$ cat src/rtl/cpu_cycle_sequencer.sv
// Instruction phase sequencer: one-hot FETCH/EXEC1/EXEC2/EXEC3 with hidden fetch/multiply waits.
// Optional retired-instruction counter enabled by defining SEQ_PERF_CNT_EN.
module cpu_cycle_sequencer #(
   parameter int unsigned FETCH_WAIT = 0,
   parameter int unsigned MUL_LAT    = 2,
   parameter int unsigned CNT_W      = 16
) (
   input  logic             clk,
   input  logic             reset,
   input  logic             run,
   input  logic             step,
   input  logic             halt_req,
   input  logic             e,
   input  logic             m,
   output logic [3:0]       state,
   output logic             busy,
   output logic             halted,
   output logic             instr_done,
   output logic [CNT_W-1:0] retired_count
);

   localparam int unsigned MaxWait = (FETCH_WAIT > MUL_LAT) ? FETCH_WAIT : MUL_LAT;
   localparam int unsigned WaitW   = (MaxWait > 1) ? $clog2(MaxWait) : 1;

   // Last count value of each wait window; unused when the matching latency is zero.
   localparam logic [WaitW-1:0] FetchLast = WaitW'(FETCH_WAIT - 1);
   localparam logic [WaitW-1:0] MulLast   = WaitW'(MUL_LAT - 1);

   typedef enum logic [2:0] {
      StIdle, StWaitF, StFetch, StExec1, StExec2, StWaitM, StExec3, StHalted
   } seq_state_e;

   localparam seq_state_e StLaunch = (FETCH_WAIT > 0) ? StWaitF : StFetch;
   localparam seq_state_e StMulGo  = (MUL_LAT > 0) ? StWaitM : StExec3;

   seq_state_e       st_q, st_d, end_st;
   logic [WaitW-1:0] wait_q, wait_d;
   logic [3:0]       state_d;
   logic             busy_d, halted_d;

   always_ff @(posedge clk) begin
      if (reset) begin
         st_q   <= StIdle;
         wait_q <= '0;
         state  <= 4'b0000;
         busy   <= 1'b0;
         halted <= 1'b0;
      end else begin
         st_q   <= st_d;
         wait_q <= wait_d;
         state  <= state_d;
         busy   <= busy_d;
         halted <= halted_d;
      end
   end

   // Where an instruction goes after its final visible phase.
   always_comb begin
      if (halt_req) begin
         end_st = StHalted;
      end else if (run) begin
         end_st = StLaunch;
      end else begin
         end_st = StIdle;
      end
   end

   always_comb begin
      st_d   = st_q;
      wait_d = '0;
      unique case (st_q)
         StIdle: begin
            if (halt_req) begin
               st_d = StHalted;
            end else if (run || step) begin
               st_d = StLaunch;
            end
         end
         StWaitF: begin
            if (wait_q == FetchLast) begin
               st_d = StFetch;
            end else begin
               wait_d = wait_q + 1'b1;
            end
         end
         StFetch:  st_d = StExec1;
         StExec1:  st_d = e ? StExec2 : end_st;
         StExec2:  st_d = m ? StMulGo : end_st;
         StWaitM: begin
            if (wait_q == MulLast) begin
               st_d = StExec3;
            end else begin
               wait_d = wait_q + 1'b1;
            end
         end
         StExec3:  st_d = end_st;
         StHalted: st_d = StHalted;
      endcase
   end

   // Registered outputs are decoded from the next state so they line up with st_q.
   always_comb begin
      state_d = 4'b0000;
      unique case (st_d)
         StFetch: state_d = 4'b0001;
         StExec1: state_d = 4'b0010;
         StExec2: state_d = 4'b0100;
         StExec3: state_d = 4'b1000;
         default: state_d = 4'b0000;
      endcase
      busy_d     = (st_d != StIdle) && (st_d != StHalted);
      halted_d   = (st_d == StHalted);
      instr_done = ((st_q == StExec1) && !e) || ((st_q == StExec2) && !m) || (st_q == StExec3);
   end

`ifdef SEQ_PERF_CNT_EN
   logic [CNT_W-1:0] cnt_q;

   always_ff @(posedge clk) begin
      if (reset) begin
         cnt_q <= '0;
      end else if (instr_done) begin
         cnt_q <= cnt_q + 1'b1;
      end
   end

   assign retired_count = cnt_q;
`else
   assign retired_count = '0;
`endif

endmodule

$ cat config.mk
export PLATFORM = sky130hd
export DESIGN_NAME = cpu_cycle_sequencer
export DESIGN_NICKNAME = d
export VERILOG_FILES = /design/src/rtl/cpu_cycle_sequencer.sv
export SDC_FILE = /design/constraint.sdc
export NUM_CORES = 1
export LEC_CHECK = 0
export BUFFER_PORTS_ARGS = -buffer_cell sky130_fd_sc_hd__clkbuf_2
export CORE_MARGIN = 2
export CORE_UTILIZATION = 43
export DETAILED_ROUTE_END_ITERATION = 12
export GPL_TIMING_DRIVEN = 0
export PLACE_DENSITY = 0.81
export SETUP_SLACK_MARGIN = 0.15
export SYNTH_ARGS = -nofsm -noshare
export SYNTH_HDL_FRONTEND = slang
export SYNTH_SLANG_ARGS = --single-unit
$ cat constraint.sdc
create_clock -name clk -period 1.84 [get_ports clk]
set_input_delay 0.368 -clock clk [delete_from_list [all_inputs] [get_ports clk]]
set_output_delay 0.368 -clock clk [all_outputs]
set_load 0.005 [all_outputs]
==> results.cfg, run 1 <==
[timing]
skew_ns = 0.00675
setup_viol = 0
min_period_over_period_pct = 91.8
slew_violations = 0
finalHoldViolations = 0
rsz0062_at_grt = true
max_freq_mhz = 592
finalWorstPathRequiredPeriod_ns = 1.69
tns_ns = 0

[power_and_ir_drop]
sw_frac_of_total_pct = 34.4
finalPower_uw = 890
p_switching_uw = 306
p_clk_share_pct = 21.3
ir_worst_vdd_mv = 0.461
p_per_area_mw_per_mm2 = 1060
combPwrFrac_pct = 45.7
seqPwrFrac_pct = 33.0
p_leak_nw = 0.423
internal_power_uw = 583

[setup_path]
worstPathCellList = clkbuf_4 > or3b_1 > a21oi_2 > a311oi_4 > nor3_1 > nor3_2
path_class = reg -> reg
critPathLaunchType = flip-flop
critical_path_required_ns = 1.98
cpLargestDelayFamily = simple AND/OR/NAND/NOR gates
critPathBufInv = 1
worstPathArrival_ns = 1.83
crit_slowest_cell = or3b_1
path_max_fanout = 10
cp-end-kind = flip-flop
cp_slowest_stage_delay_ns = 0.39

[route]
totalWireLength_mm = 1.18
final_antenna_net_count = 0
post_drt_via_cell_ratio = 4.49
firstDrtPassIters = 4
drtIter0Drc = 4
wl_per_cell_um = 9.95
drc = 0
vias = 534

[place]
portBuffers = 13
gp_congestion = 0.744
place_inst = 113

[flow_run]
maxCapViolCount = 0

[floorplan]
ios = 30
die_area_mm2 = 0.00175
coreArea_mm2 = 0.00132
rows = 13
die_h_um = 41.8
chipWidth_um = 41.8
start_util_pct = 46.6

[synth]
syn_avg_cell_area_um2 = 8.78
syn_inst = 70
ys_types = 31
yosys_most_used_dff = dfxtp_1
syn_area_um2 = 614
yosysWarnings = 0
synth_edf_count = 0
async_flop_share_pct = 0
ys_ff_latch = 10
seq_area_frac_synth_pct = 32.6

[cells_and_area]
seqCellArea_um2 = 203
multiInputGateArea_um2 = 358
syn2layout_area_growth_pct = 37.1
fin_nets = 112
stdcell_count = 119
n_fill_cell = 111
drive_gt1_share_pct = 47.1
antenna-diode-count = 0

[clock_tree]
clk_latency_ns = 0.26
clock-root-buffer = clkbuf_4
cts_max_level = 1
clk_path_buf_depth = 2
cts.reportedPaths.clkPinSlew_ns = 0.07
cts_tree = done
numCtsBuffers = 3
cts_sinks = 10

[global_route]
antenna_found_initial = 0
grt_pass1_wl_mm = 1.77
grt_pass1_vias = 432
grt_usage_pct = 13.2
grt-ovfl-total = 0
grt_max_degree = 11

[min_path]
hp-class = in -> reg

[status]
status = finished, final reports clean
[layout by cell type, fill, tap and decap left out, types with 2 or more instances in the layout]
| master | count |
|---|---|
| a31oi_1 | 2 |
| and3_1 | 4 |
| buf_4 | 18 |
| clkbuf_2 | 13 |
| clkbuf_4 | 4 |
| conb_1 | 16 |
| dfxtp_1 | 8 |
| dfxtp_2 | 2 |
| nand2_1 | 2 |
| nand2b_1 | 2 |
| nor2_1 | 5 |
| nor3_1 | 2 |
| o21ai_0 | 3 |
| or2_2 | 2 |
[through the flow]
| step | area [um^2] | worst slack, ns | utilization (%) | hold slack, ns |
|---|---|---|---|---|
| 4_1_cts | 791 | 0.152 | 60.0 | 0.375 |
| 3_3_place_gp | 754 | 0.111 | 57.3 | 0.521 |
| 3_5_place_dp | 754 | 0.0928 | 57.3 | 0.528 |
| 6_report | 842 | 0.151 | 63.9 | 0.390 |
| 2_1_floorplan | 671 | 0.332 | - | 0.439 |
| 5_1_grt | 842 | 0.0810 | 63.9 | 0.405 |
[cell usage after synthesis, types with 2 or more instances]
cell / count / area, um^2
or2_2: 2 / 12.5
dfxtp_1: 10 / 200
o21ai_0: 3 / 15.0
nand2_1: 2 / 7.51
a31oi_1: 2 / 12.5
nand2b_1: 2 / 12.5
nor3_1: 3 / 15.0
nor2_1: 5 / 18.8
buf_4: 16 / 120
and3_1: 4 / 25.0
[power by group through the flow]
stage | Combinational [mW] | Clock [mW] | Sequential, mW
5_1_grt | 0.444 | 0.204 | 0.297
3_3_place_gp | 0.328 | 0 | 0.293
3_5_place_dp | 0.334 | 0 | 0.295
2_1_floorplan | 0.251 | 0 | 0.293
4_1_cts | 0.335 | 0.194 | 0.289
6_report | 0.406 | 0.190 | 0.293
[registers in the layout, indices dropped and copies added, names as in the netlist]
signal	flops
state	4
st_q	3
busy	1
halted	1
wait_q	1
[routing by layer]
layer	wire length [um]	up-vias	track usage [%]	part of all wire (%)
li1	-	279	-	-
met5	0	-	0	0
met4	13	0	3.87	1.1
met2	604	20	23.1	51
met1	483	233	14.1	41
met3	82	2	5.65	6.9
[worst reg2reg max path: cells and delay by family (launching register included)]
family          cells  cell delay (ns)
buf+inv             1             0.18
simple gates        3             0.78
compound gates      2             0.29
flops               1             0.32
[path summary, 6_finish.rpt]
kind                start  slack (ns)  cells past startpoint  endpoint
setup reg to reg  st_q[0]        0.15                      6      busy
hold reg to reg    wait_q        0.54                      2    wait_q
hold / removal      reset        0.39                      2   st_q[1]
setup / recovery  st_q[0]        0.15                      6      busy
[layout make-up]
class | count | area share (%)
Clock buffer | 4 | 4.31
Buffer | 18 | 16.5
Tap cell | 15 | 2.23
Sequential cell | 10 | 24.1
Timing Repair Buffer | 15 | 9.51
Inverter | 2 | 0.892
Multi-Input combinational cell | 55 | 42.5
[logic make-up (layout without fill, tap and decap cells)]
group | after synthesis | count (layout) | share of synthesized area, %
other cells | 1 | 16 | 0.610
compound gates | 12 | 12 | 17.7
flops | 10 | 10 | 32.6
simple gates | 27 | 27 | 25.7
buf+inv | 20 | 39 | 23.4
[timing repair]
action / 4_1_cts / 5_1_grt
setup endpoints to repair: 0 / 6
hold buffers: 0 / 0
gates resized for setup: 0 / 7
setup buffers: 0 / 2
Power figures use the tool's default switching activity.
==> run 2, diff against run 1 <==
- REMOVE_ABC_BUFFERS: unset -> 1
==> run 2 against run 1 <==
  * Count of clock-buffer cells in the layout is the same
  * Worst hold slack worse by 0.019 ns
  * Die area stayed put
  * Critical path type is now reg -> out
  * Critical endpoint is now instr_done
  * Largest power group is now sequential cells
  * Highest routed layer is now met3
==> results.cfg, run 2 (same netlist as run 1, synthesis figures left out) <==
[place]
place_inst = 95
portBuffers = 13
post-dp-hpwl_um = 747
gp_congestion = 0.694

[power_and_ir_drop]
p_clk_share_pct = 24.3
internal_power_uw = 520
p_switching_uw = 289
p_per_area_mw_per_mm2 = 1190
sw_frac_of_total_pct = 35.7
combPwrFrac_pct = 36.1
seqPwrFrac_pct = 39.6
ir_worst_vdd_mv = 0.464
finalPower_uw = 809
p_leak_nw = 0.313

[timing]
skew_ns = 0.00149
min_period_over_period_pct = 88.2
setup_viol = 0
tns_ns = 0
max_freq_mhz = 616
rsz0062_at_grt = false
hold_ws_ns = 0.371
finalWorstPathRequiredPeriod_ns = 1.62
slew_violations = 0
finalHoldViolations = 0

[floorplan]
ios = 30
die_area_mm2 = 0.00175
rows = 13
coreArea_mm2 = 0.00132
chipWidth_um = 41.8
die_h_um = 41.8
start_util_pct = 46.6

[setup_path]
worstPathArrival_ns = 1.25
r2r_start = st_q[1]
critPathLaunchType = flip-flop
cp-end-kind = primary output
cp_slowest_stage_delay_ns = 0.42
critPathBufInv = 2
path_class = reg -> out
path_max_fanout = 6
cpLargestDelayFamily = flip-flops
crit_slowest_cell = dfxtp_1
worstPathCellList = inv_2 > o31ai_4 > clkbuf_2
critical_path_required_ns = 1.47
worstSetupStartpoint = st_q[2]

[global_route]
grt_pass1_vias = 371
antenna_found_initial = 0
grt_max_degree = 13
grt_pass1_wl_mm = 1.56
grt-ovfl-total = 0
grt_usage_pct = 11.8

[clock_tree]
numCtsBuffers = 3
cts_tree = done
cts_setup_buffers = 0
cts_sinks = 10
cts_max_level = 1
clock-root-buffer = clkbuf_4
clk_latency_ns = 0.26
clk_path_buf_depth = 2
cts.reportedPaths.clkPinSlew_ns = 0.07

[cells_and_area]
drive_gt1_share_pct = 32.1
n_fill_cell = 125
fin_nets = 92
stdcell_count = 99
layout_top_registers = state (4), st_q (3)
largest-register = state
multiInputGateArea_um2 = 347
final_cell_mix = 16 x conb_1, 13 x clkbuf_2, 8 x dfxtp_1, 5 x nor2_1, 4 x and3_1
antenna-diode-count = 0
final_common_cell = conb_1
seqCellArea_um2 = 203
syn2layout_area_growth_pct = 10.2
largest_reg_flops = 4

[status]
status = finished, final reports clean

[flow_run]
maxCapViolCount = 0

[route]
vias = 467
drtIter0Drc = 9
wl_per_cell_um = 10.3
firstDrtPassIters = 4
post_drt_via_cell_ratio = 4.72
drc = 0
final_antenna_net_count = 0
totalWireLength_mm = 1.02

[min_path]
hp-start = reset
hp-class = in -> reg
## run 2: cell types whose count changed in the layout (fill, tap and decap cells not counted)
| cell | previous run | this run |
|---|---|---|
| nor3_2 | 1 | 0 |
| buf_6 | 1 | 0 |
| buf_4 | 18 | 0 |
| nor3_1 | 2 | 3 |
| nor4_1 | 0 | 1 |
| nor4_2 | 1 | 0 |
| clkbuf_4 | 4 | 3 |
## run 2: cell type report
| type | instances | area share [%] |
|---|---|---|
| clock buffer | 4 | 5.36 |
| inverter | 2 | 1.11 |
| multi-input combinational | 55 | 51.2 |
| sequential | 10 | 29.9 |
| tap | 15 | 2.77 |
| timing repair buffer | 13 | 9.61 |
## run 2: power by group through the flow
stage                     Combinational (mW)  Sequential [mW]  Clock [mW]
final                                  0.292            0.320       0.196
after global routing                   0.318            0.326       0.215
after CTS                              0.267            0.314       0.201
after detailed placement               0.265            0.318           0
after global placement                 0.261            0.312           0
after floorplan                        0.193            0.310           0
## run 2: through the flow
| step | setup slack (ns) | area (um^2) | util (%) |
|---|---|---|---|
| 6_report | 0.217 | 677 | 51.4 |
| 5_1_grt | 0.150 | 677 | 51.4 |
| 4_1_cts | 0.161 | 656 | 49.8 |
| 3_5_place_dp | 0.113 | 618 | 46.9 |
| 3_3_place_gp | 0.122 | 618 | 46.9 |
| 2_1_floorplan | 0.324 | 534 | - |
## run 2: path summary, 6_finish.rpt
kind | end | slack [ns] | depth (start not counted)
max | instr_done | 0.22 | 3
min | st_q[0] | 0.37 | 2
max reg2reg | busy | 0.23 | 5
min reg2reg | wait_q | 0.56 | 2
## run 2: layer usage
metal,routed length (um),global-route usage [%],vias up,part of all wire (%)
met5,0,0,-,0
met4,0,9.68,0,0
met3,72,1.30,0,7.1
met2,501,19.1,22,49
met1,442,13.7,205,44
li1,-,-,240,-
## run 2: what timing repair did
| item | 4_1_cts | 5_1_grt |
|---|---|---|
| gates resized for setup | 1 | 3 |
| hold buffers | 0 | 0 |
| pin swaps | 0 | 0 |
| setup endpoints to repair | 1 | 3 |
| endpoints found under the hold margin | 0 | 0 |
| gates cloned | 0 | 0 |
==> run 3, diff against run 2 <==
--- a/constraint.sdc
+++ b/constraint.sdc
@@ -3,2 +3,2 @@
 set_output_delay 0.368 -clock clk [all_outputs]
-set_load 0.005 [all_outputs]
+set_load 0.05 [all_outputs]
==> run 3 against run 2 <==
  * Via count fell by 1.5%
  * Clock skew rose by 0.0027 ns
  * Die area did not move
  * Non-clock buffer count did not move
  * Highest routed layer unchanged
  * Count of clock-buffer cells in the layout did not move
==> results.cfg, run 3 (same netlist as run 1, synthesis figures left out) <==
[setup_path]
reg2regPathDepth = 5
critPathBufInv = 2
cp_slowest_stage_delay_ns = 0.38
worstPathCellList = inv_2 > o31ai_4 > buf_8
cp.depth = 3
crit_slowest_cell = dfxtp_2
critical_path_required_ns = 1.47
worstPathArrival_ns = 1.24
path_class = reg -> out
path_max_fanout = 6
cp-end-kind = primary output
cpLargestDelayFamily = flip-flops
critPathLaunchType = flip-flop

[floorplan]
ios = 30
die_area_mm2 = 0.00175
coreArea_mm2 = 0.00132
chipWidth_um = 41.8
rows = 13
die_h_um = 41.8
start_util_pct = 46.6

[clock_tree]
cts_tree = done
cts_sinks = 10
cts_hold_buf = 0
clk_path_buf_depth = 2
cts.reportedPaths.clkPinSlew_ns = 0.07
clk_latency_ns = 0.26
numCtsBuffers = 3
clock-root-buffer = clkbuf_4
cts_setup_buffers = 0
cts_max_level = 1

[status]
status = finished, final reports clean

[route]
wl_per_cell_um = 10.4
final_antenna_net_count = 0
vias = 460
totalWireLength_mm = 1.03
drtIter0Drc = 14
post_drt_via_cell_ratio = 4.65
firstDrtPassIters = 4
drc = 0

[min_path]
hp-class = in -> reg
min_path_cells = 2

[place]
post-dp-hpwl_um = 747
portBuffers = 13
gp_congestion = 0.694
dpl_worst_slack_ns = 0.113

[cells_and_area]
final_common_cell = conb_1
largest-register = state
fin_util_pct = 51.6
syn2layout_area_growth_pct = 10.6
final_cell_mix = 16 x conb_1, 12 x clkbuf_2, 7 x dfxtp_1, 5 x nor2_1, 4 x and3_1
fin_nets = 92
n_fill_cell = 125
drive_gt1_share_pct = 33.3
largest_reg_flops = 4
layout_top_registers = state (4), st_q (3)
antenna-diode-count = 0

[timing]
finalWorstPathRequiredPeriod_ns = 1.61
finalHoldViolations = 0
tightestPinTransition_ns = 0.516
slew_violations = 0
min_period_over_period_pct = 87.5
rsz0062_at_grt = false
fin_ws_ns = 0.230
relSlewSlack_pct = 65.6
max_freq_mhz = 621
skew_ns = 0.00420
setup_viol = 0

[global_route]
antenna_found_initial = 0
grt_usage_pct = 12.0
grt_pass1_vias = 388
grt_pass1_wl_mm = 1.60
grt_max_degree = 13
grt-ovfl-total = 0

[power_and_ir_drop]
combPwrFrac_pct = 47.1
seqPwrFrac_pct = 32.7
p_per_area_mw_per_mm2 = 1450
p_switching_uw = 461
sw_frac_of_total_pct = 46.8
p_leak_nw = 0.314
internal_power_uw = 524
ir_worst_vdd_mv = 0.555
p_clk_share_pct = 20.2

[flow_run]
maxCapViolCount = 0
-- run 3: cell types whose count changed in the layout (fill, tap and decap cells not counted) --
cell and delta:
a311oi_2 +1, a311oi_4 -1, buf_8 +1, clkbuf_2 -1, dfxtp_1 -1, dfxtp_4 +1
-- run 3: cell type report --
type	count	area [um^2]	area share, %
timing repair buffer	13	75.1	11.0
sequential	10	206	30.4
tap	15	18.8	2.76
clock buffer	4	36.3	5.34
inverter	2	7.51	1.10
multi-input combinational	55	335	49.4
-- run 3: layer usage --
metal	global-route usage (%)	routed length, um	part of all wire (%)	up-vias
met4	9.68	0	0	0
met1	13.5	447	43	201
met2	20.3	520	51	19
li1	-	-	-	240
met3	1.30	60	5.8	0
met5	0	0	0	-
-- run 3: worst paths after layout --
kind / slack, ns / start / end
worst min register to register: 0.54 / st_q[1] / wait_q
worst max-delay path: 0.23 / st_q[2] / instr_done
worst min-delay path: 0.37 / reset / st_q[0]
worst max register to register: 0.24 / st_q[1] / busy
-- run 3: metrics by stage --
stage / hold slack (ns) / instances / TNS (ns) / total power, mW / instance area, um^2
global placement: 0.527 / 95 / 0 / 0.751 / 618
floorplan: 0.439 / 67 / -0.936 / 0.681 / 534
detailed placement: 0.546 / 95 / 0 / 0.762 / 618
global route: 0.378 / 99 / 0 / 1.04 / 679
finish: 0.367 / 99 / 0 / 0.985 / 679
CTS: 0.360 / 99 / 0 / 0.980 / 676
-- run 3: what timing repair did --
item	CTS	global route
endpoints found under the hold margin	0	0
setup endpoints to repair	1	1
gates resized for setup	6	2
pin swaps	0	0
-- run 3: power by group through the flow --
stage	Combinational, mW	Sequential, mW	Clock, mW
3_3_place_gp	0.439	0.312	0
5_1_grt	0.493	0.328	0.216
6_report	0.464	0.322	0.199
4_1_cts	0.461	0.319	0.201
2_1_floorplan	0.274	0.408	0
3_5_place_dp	0.444	0.318	0
